--- config.mk ---
export PLATFORM = sky130hd
export DESIGN_NAME = ps2_host_tx
export DESIGN_NICKNAME = d
export VERILOG_FILES = /design/src/rtl/ps2_pkg.sv /design/src/rtl/ps2_line_sync.sv /design/src/rtl/ps2_host_tx.sv
export SDC_FILE = /design/constraint.sdc
export NUM_CORES = 1
export LEC_CHECK = 0
export BUFFER_PORTS_ARGS = -buffer_cell sky130_fd_sc_hd__buf_2
export CAP_MARGIN = 20
export CORE_MARGIN = 5
export CORE_UTILIZATION = 45
export DETAILED_ROUTE_END_ITERATION = 7
export REMOVE_ABC_BUFFERS = 1
export SLEW_MARGIN = 20
export SYNTH_ARGS = -nofsm -noshare
export SYNTH_HDL_FRONTEND = slang
export SYNTH_SLANG_ARGS = --single-unit
--- constraint.sdc ---
create_clock -name clk -period 3.6 [get_ports clk]
set_input_delay 0.72 -clock clk [delete_from_list [all_inputs] [get_ports clk]]
set_output_delay 0.72 -clock clk [all_outputs]
set_load 0.01 [all_outputs]
--- src/rtl/ps2_pkg.sv ---
`default_nettype none
// ============================================================================
//  Module   : ps2_pkg
//  Purpose  : Shared definitions for the PS/2 host transmitter and its
//             neighbours. Holds the transmitter state encoding, the common
//             keyboard command bytes and the frame parity helper.
//  Ports    : none (package)
//  Revision : 1.0 - initial release
// ============================================================================
package ps2_pkg;

    typedef enum logic [2:0] {
        IDLE      = 3'd0,
        INHIBIT   = 3'd1,
        REQ       = 3'd2,
        SEND      = 3'd3,
        ACK       = 3'd4,
        WAIT_IDLE = 3'd5
    } ps2_tx_state_e;

    localparam logic [7:0] CMD_RESET    = 8'hFF;
    localparam logic [7:0] CMD_SET_LEDS = 8'hED;
    localparam logic [7:0] CMD_ENABLE   = 8'hF4;
    localparam logic [7:0] ACK_BYTE     = 8'hFA;

    // Odd parity: the parity bit makes the total count of ones in
    // {data, parity} odd.
    function automatic logic odd_parity(input logic [7:0] b);
        return ~^b;
    endfunction

endpackage
`default_nettype wire

--- src/rtl/ps2_line_sync.sv ---
`default_nettype none
// ============================================================================
//  Module   : ps2_line_sync
//  Purpose  : Two-flop synchronizer for the raw PS/2 clock and data pins plus
//             a single-cycle strobe on each falling edge of the synchronized
//             clock. Also used by the scancode receiver on the same pins.
//  Ports    : clk, rst        - system clock, synchronous active-high reset
//             ps2_clk_i       - raw PS/2 clock pin (asynchronous)
//             ps2_data_i      - raw PS/2 data pin (asynchronous)
//             clk_sync_o      - synchronized PS/2 clock level
//             data_sync_o     - synchronized PS/2 data level
//             clk_fall_o      - one-cycle strobe: synced clock went 1 -> 0
//  Revision : 1.0 - initial release
// ============================================================================
module ps2_line_sync (
    input  logic clk,
    input  logic rst,
    input  logic ps2_clk_i,
    input  logic ps2_data_i,
    output logic clk_sync_o,
    output logic data_sync_o,
    output logic clk_fall_o
);

    logic [1:0] clk_pipe_q;
    logic [1:0] data_pipe_q;
    logic       clk_prev_q;

    // Reset to the idle (released, high) bus level so leaving reset never
    // produces a spurious falling-edge strobe.
    always_ff @(posedge clk) begin
        if (rst) begin
            clk_pipe_q  <= 2'b11;
            data_pipe_q <= 2'b11;
            clk_prev_q  <= 1'b1;
        end else begin
            clk_pipe_q  <= {clk_pipe_q[0], ps2_clk_i};
            data_pipe_q <= {data_pipe_q[0], ps2_data_i};
            clk_prev_q  <= clk_pipe_q[1];
        end
    end

    assign clk_sync_o  = clk_pipe_q[1];
    assign data_sync_o = data_pipe_q[1];
    assign clk_fall_o  = clk_prev_q & ~clk_pipe_q[1];

endmodule
`default_nettype wire

--- src/rtl/ps2_host_tx.sv ---
`default_nettype none
// ============================================================================
//  Module   : ps2_host_tx
//  Purpose  : Host-to-device PS/2 transmitter. Sends one command byte to the
//             keyboard by inhibiting the bus, issuing request-to-send and
//             shifting the frame out on device-generated clock edges.
//  Ports    : clk, rst               - system clock, sync active-high reset
//             ps2_clk_in/ps2_data_in - raw PS/2 pins
//             ps2_clk_oe/ps2_data_oe - 1 = pull line low, 0 = release
//             tx_data, tx_start      - byte and one-cycle send request
//             tx_busy                - frame in flight (state != IDLE)
//             tx_done, tx_error      - one-cycle completion pulses
//  Revision : 1.0 - initial release
// ============================================================================
module ps2_host_tx
    import ps2_pkg::*;
#(
    parameter int unsigned INHIBIT_CYCLES = 5000,
    parameter int unsigned TIMEOUT_CYCLES = 1000000,
    parameter int unsigned CNT_W          = 20
) (
    input  logic       clk,
    input  logic       rst,
    input  logic       ps2_clk_in,
    input  logic       ps2_data_in,
    output logic       ps2_clk_oe,
    output logic       ps2_data_oe,
    input  logic [7:0] tx_data,
    input  logic       tx_start,
    output logic       tx_busy,
    output logic       tx_done,
    output logic       tx_error
);

    localparam logic [CNT_W-1:0] CNT_MAX  = '1;
    localparam logic [CNT_W-1:0] INH_LAST = CNT_W'(INHIBIT_CYCLES - 1);
    localparam logic [CNT_W-1:0] TMO_LAST = CNT_W'(TIMEOUT_CYCLES - 1);

    ps2_tx_state_e    state_q, state_d;
    logic [CNT_W-1:0] cnt_q, cnt_d;
    logic [8:0]       frame_q, frame_d;      // {parity, data}
    logic [3:0]       bit_idx_q, bit_idx_d;
    logic             data_oe_q, data_oe_d;
    logic             done_q, done_d;
    logic             error_q, error_d;

    logic             clk_sync;
    logic             data_sync;
    logic             clk_fall;
    logic [CNT_W-1:0] cnt_inc;
    logic             timeout_hit;

    ps2_line_sync u_sync (
        .clk         (clk),
        .rst         (rst),
        .ps2_clk_i   (ps2_clk_in),
        .ps2_data_i  (ps2_data_in),
        .clk_sync_o  (clk_sync),
        .data_sync_o (data_sync),
        .clk_fall_o  (clk_fall)
    );

    assign cnt_inc = (cnt_q == CNT_MAX) ? cnt_q : cnt_q + CNT_W'(1);

    // REQ reloads the counter with 1, so during SEND/ACK/WAIT_IDLE it holds
    // the number of cycles elapsed since REQ. Firing at TIMEOUT_CYCLES-1
    // makes tx_error appear exactly TIMEOUT_CYCLES cycles after REQ.
    assign timeout_hit = (cnt_q == TMO_LAST);

    // State and datapath register
    always_ff @(posedge clk) begin
        if (rst) begin
            state_q   <= IDLE;
            cnt_q     <= '0;
            frame_q   <= '0;
            bit_idx_q <= '0;
            data_oe_q <= 1'b0;
            done_q    <= 1'b0;
            error_q   <= 1'b0;
        end else begin
            state_q   <= state_d;
            cnt_q     <= cnt_d;
            frame_q   <= frame_d;
            bit_idx_q <= bit_idx_d;
            data_oe_q <= data_oe_d;
            done_q    <= done_d;
            error_q   <= error_d;
        end
    end

    // Next-state logic
    always_comb begin
        state_d   = state_q;
        cnt_d     = cnt_q;
        frame_d   = frame_q;
        bit_idx_d = bit_idx_q;
        data_oe_d = data_oe_q;
        done_d    = 1'b0;
        error_d   = 1'b0;

        case (state_q)
            IDLE: begin
                if (tx_start) begin
                    frame_d = {odd_parity(tx_data), tx_data};
                    cnt_d   = '0;
                    state_d = INHIBIT;
                end
            end
            INHIBIT: begin
                if (cnt_q == INH_LAST) begin
                    state_d = REQ;
                end else begin
                    cnt_d = cnt_inc;
                end
            end
            REQ: begin
                cnt_d     = CNT_W'(1);
                bit_idx_d = '0;
                data_oe_d = 1'b1;            // keep start bit asserted
                state_d   = SEND;
            end
            SEND, ACK, WAIT_IDLE: begin
                cnt_d = cnt_inc;
                // Timeout wins over any simultaneous clock edge.
                if (timeout_hit) begin
                    data_oe_d = 1'b0;
                    error_d   = 1'b1;
                    state_d   = IDLE;
                end else if (state_q == SEND) begin
                    if (clk_fall) begin
                        bit_idx_d = bit_idx_q + 4'd1;
                        if (bit_idx_q == 4'd9) begin
                            data_oe_d = 1'b0;    // stop bit: release
                            state_d   = ACK;
                        end else begin
                            // indices 0-7 are data, 8 is parity
                            data_oe_d = ~frame_q[bit_idx_q];
                        end
                    end
                end else if (state_q == ACK) begin
                    if (clk_fall) begin
                        if (!data_sync) begin
                            state_d = WAIT_IDLE;
                        end else begin
                            error_d = 1'b1;
                            state_d = IDLE;
                        end
                    end
                end else begin
                    if (clk_sync && data_sync) begin
                        done_d  = 1'b1;
                        state_d = IDLE;
                    end
                end
            end
            default: begin
                state_d = IDLE;
            end
        endcase
    end

    // Output logic
    always_comb begin
        ps2_clk_oe  = 1'b0;
        ps2_data_oe = 1'b0;
        case (state_q)
            INHIBIT: ps2_clk_oe = 1'b1;
            REQ: begin
                ps2_clk_oe  = 1'b1;
                ps2_data_oe = 1'b1;
            end
            SEND:    ps2_data_oe = data_oe_q;
            default: ;
        endcase
        tx_busy  = (state_q != IDLE);
        tx_done  = done_q;
        tx_error = error_q;
    end

endmodule
`default_nettype wire
==> key figures <==
STA
  • Fin. max-slew vios: 0
  • Final period util: 0.718
  • RSZ-0062 raised after global routing: false
  • Clock skew: 0.00777 ns
  • Final WS setup: 1.01 ns
  • Crit path time final: 2.59 ns
  • Slew margin rel.: 0.383
  • Number of setup violations in the final report: 0
  • Setup tns final: 0 ns
  • Final hold viol count: 0
  • Slew @ Worst Pin: 0.925 ns
  • Max Freq: 0.387 GHz

Setup path
  • Crit-path max FO: 21
  • Endpoint class of the critical path: flop
  • WS Path Type: flop to flop
  • WP buf/inv: 1
  • Reg2Reg Setup Slack: 1.01 ns
  • Arr. time, crit path: 2.83 ns
  • Setup crit start kind: flop
  • Crit-path max cell delay: 0.49 ns
  • CP max-delay cell: or4_1
  • Cell Chain, Critical Path: ha_1 > and3_4 > and3_1 > a32o_1 > buf_4 > or4_1 > a21oi_1
  • Critical Path RT: 3.84 ns
  • Worst path top cell family by delay: simple AND/OR/NAND/NOR gates

Floorplanning
  • Die Y-Extent: 85.0 microns
  • DIE AREA: 7230 sq um
  • Core area: 5470 sq um
  • Die Wd: 85.0 microns
  • Cell Rows: 27
  • I/O pin total: 18
  • Starting Density: 0.463

Global route
  • Grt ovf: 0
  • Antenna violations before repair: 0
  • Total GRT Usage: 0.165
  • Largest net degree at the start of global routing: 31
  • First-pass GRT wire length: 9.73 mm
  • Vias in the first global route: 2062

Placed design
  • HPWL after detailed placement: 4.03 mm
  • Place WS: 1.04 ns
  • Input/output buffers: 17
  • Post-DP Area: 2630 sq um
  • GP Congestion: 0.786

Status
  • Run status: completed

Detailed routing
  • Initial DRT Pass Iterations: 5
  • Antenna Violating Nets Remaining: 0
  • # DRC: 0
  • Post-Route WL: 5.73 mm
  • Routed length per instance: 14.9 microns
  • DR vias: 2289
  • Initial DRC Count: 175
  • Vias per inst: 5.95

CTS
  • Maximum root-to-sink buffer count: 2
  • Setup bufs post-CTS: 0
  • Post-CTS sizing: 0
  • H-tree depth: 2
  • CTS clk-pin slew, worst paths: 0.09 ns
  • CTS tree: built
  • Root Buffer Master: clkbuf_8
  • CTS Hold Buffers Added: 0
  • Sink Count: 44
  • Num CTS Buffers: 5
  • Clk_lat worst skew: 0.30 ns

Final layout
  • Post-route cell area: 2760 sq um
  • Storage cell area: 881 sq um
  • Diode count: 0
  • Share of cells above drive strength 1: 0.131
  • Area delta synth->final: 8.79%
  • # fillers: 557
  • Layout Nets: 328
  • Area of the multi-input gates: 1540 sq um

Synth
  • Yosys top cell by area: dfxtp_1
  • Post-synth ARST share: 0
  • Top cell type's share of synthesized area: 0.348
  • Ys Warns: 0
  • Yosys reg bits: 44
  • Mapped Cells: 306
  • Post-synth cell types: 57
  • Sequential area share after synthesis: 0.348
  • Ys flop type: dfxtp_1
  • Syn Std Cell Area: 2530 sq um
  • Top cells by area, synth: dfxtp_1 35%, nand2_1 5.9%, a21oi_1 4.9%
  • Number of synthesized flops with an enable pin: 0
  • Synthesized area per cell: 8.28 sq um

Job
  • Max-cap violations: 0

Power
  • Peak supply drop: 0.221 mV
  • Power Density: 526 nW/um^2
  • Total power: 1.45 mW
  • Pleak: 0.988 nW

Min path
  • Hold crit path type: flop to flop
-- cells by family after synthesis --
family | Yosys count | synth area share
flops | 44 | 0.348
simple gates | 140 | 0.309
compound gates | 73 | 0.195
fa+ha+maj | 3 | 0.0148
xor+xnor | 8 | 0.0277
mux | 12 | 0.0623
buf+inv | 26 | 0.0440
-- synthesized netlist by cell type, drive strengths merged, types with 7 or more instances --
cell and n:
dfxtp 44, nand2 40, a21oi 25, nor2 14, nand3 12, o31ai 12, or4 12, clkbuf 11
buf 9, nand2b 9, nor3 8, xnor2 8, and4 7, nor2b 7
-- metal layers --
layer	up-vias	routed length [microns]	GRT usage
met3	14	282	0.0272
li1	1155	-	-
met1	1060	2780	0.233
met2	60	2520	0.239
met5	-	0	0
met4	0	150	0.0849
-- registers in the layout, summed over array words and instances (netlist names) --
register,flops
cnt_q,20
frame_q,9
bit_idx_q,4
state_q,3
u_sync.clk_pipe_q,2
u_sync.data_pipe_q,2
data_oe_q,1
tx_done,1
tx_error,1
u_sync.clk_prev_q,1
-- where the power goes --
part | switching, mW | total [mW] | internal (mW)
Clock | 0.181 | 0.408 | 0.227
Sequential | 0.0736 | 0.606 | 0.533
Combinational | 0.268 | 0.436 | 0.168
-- cell type report --
class / count / share of cell area
clock buffer: 6 / 0.0300
inverter: 6 / 0.00817
clock inverter: 2 / 0.0141
tap: 72 / 0.0327
multi-input combinational: 236 / 0.559
timing repair buffer: 19 / 0.0363
sequential: 44 / 0.320
-- placed cells by master, fill, tap and decap left out, types with 2 or more instances in the layout --
cell and n:
o21ai_0 4, and4_1 7, or4_1 11, o311ai_0 2, mux2i_1 6, o2111ai_1 2
a41o_1 2, o31ai_1 12, nand4_1 4, a31oi_1 5, dfxtp_1 44, nor2_1 14
mux2_2 2, a211oi_1 2, inv_1 6, nand2b_1 9, o21a_1 2, nor4_1 3
mux4_2 2, clkbuf_8 6, xnor2_1 8, nor2b_1 7, a22oi_1 2, mux2_4 2
nand3b_1 2, a21oi_1 25, nand3_1 12, and3_1 5, nor3_1 8, and2_1 6
or2_2 5, nand2_1 40, ha_1 3, buf_4 2, o41ai_1 2, buf_2 17
-- worst register-to-register path: stages (launching register included) --
cell and delay (ns):
dfxtp_1 0.37, ha_1 0.28, and3_4 0.22, and3_1 0.27
a32o_1 0.47, buf_4 0.27, or4_1 0.50, a21oi_1 0.15
-- metrics by stage --
step           cells   util  hold slack, ns
6_report         385  0.503           0.418
5_1_grt          385  0.503           0.446
4_1_cts          385  0.503           0.421
3_5_place_dp     377  0.481           0.396
3_3_place_gp     377  0.481           0.391
2_1_floorplan    286      -           0.389
-- worst paths after layout --
path	startpoint	cells after the start	endpoint
min	u_sync.data_pipe_q[0]$_SDFF_PP1_	1	u_sync.data_pipe_q[1]$_SDFF_PP1_
max	cnt_q[0]$_SDFFE_PP0P_	7	cnt_q[6]$_SDFFE_PP0P_
min reg2reg	u_sync.data_pipe_q[0]$_SDFF_PP1_	1	u_sync.data_pipe_q[1]$_SDFF_PP1_
max reg2reg	cnt_q[0]$_SDFFE_PP0P_	7	cnt_q[6]$_SDFFE_PP0P_
No activity file was read; power rests on OpenSTA's default activity.
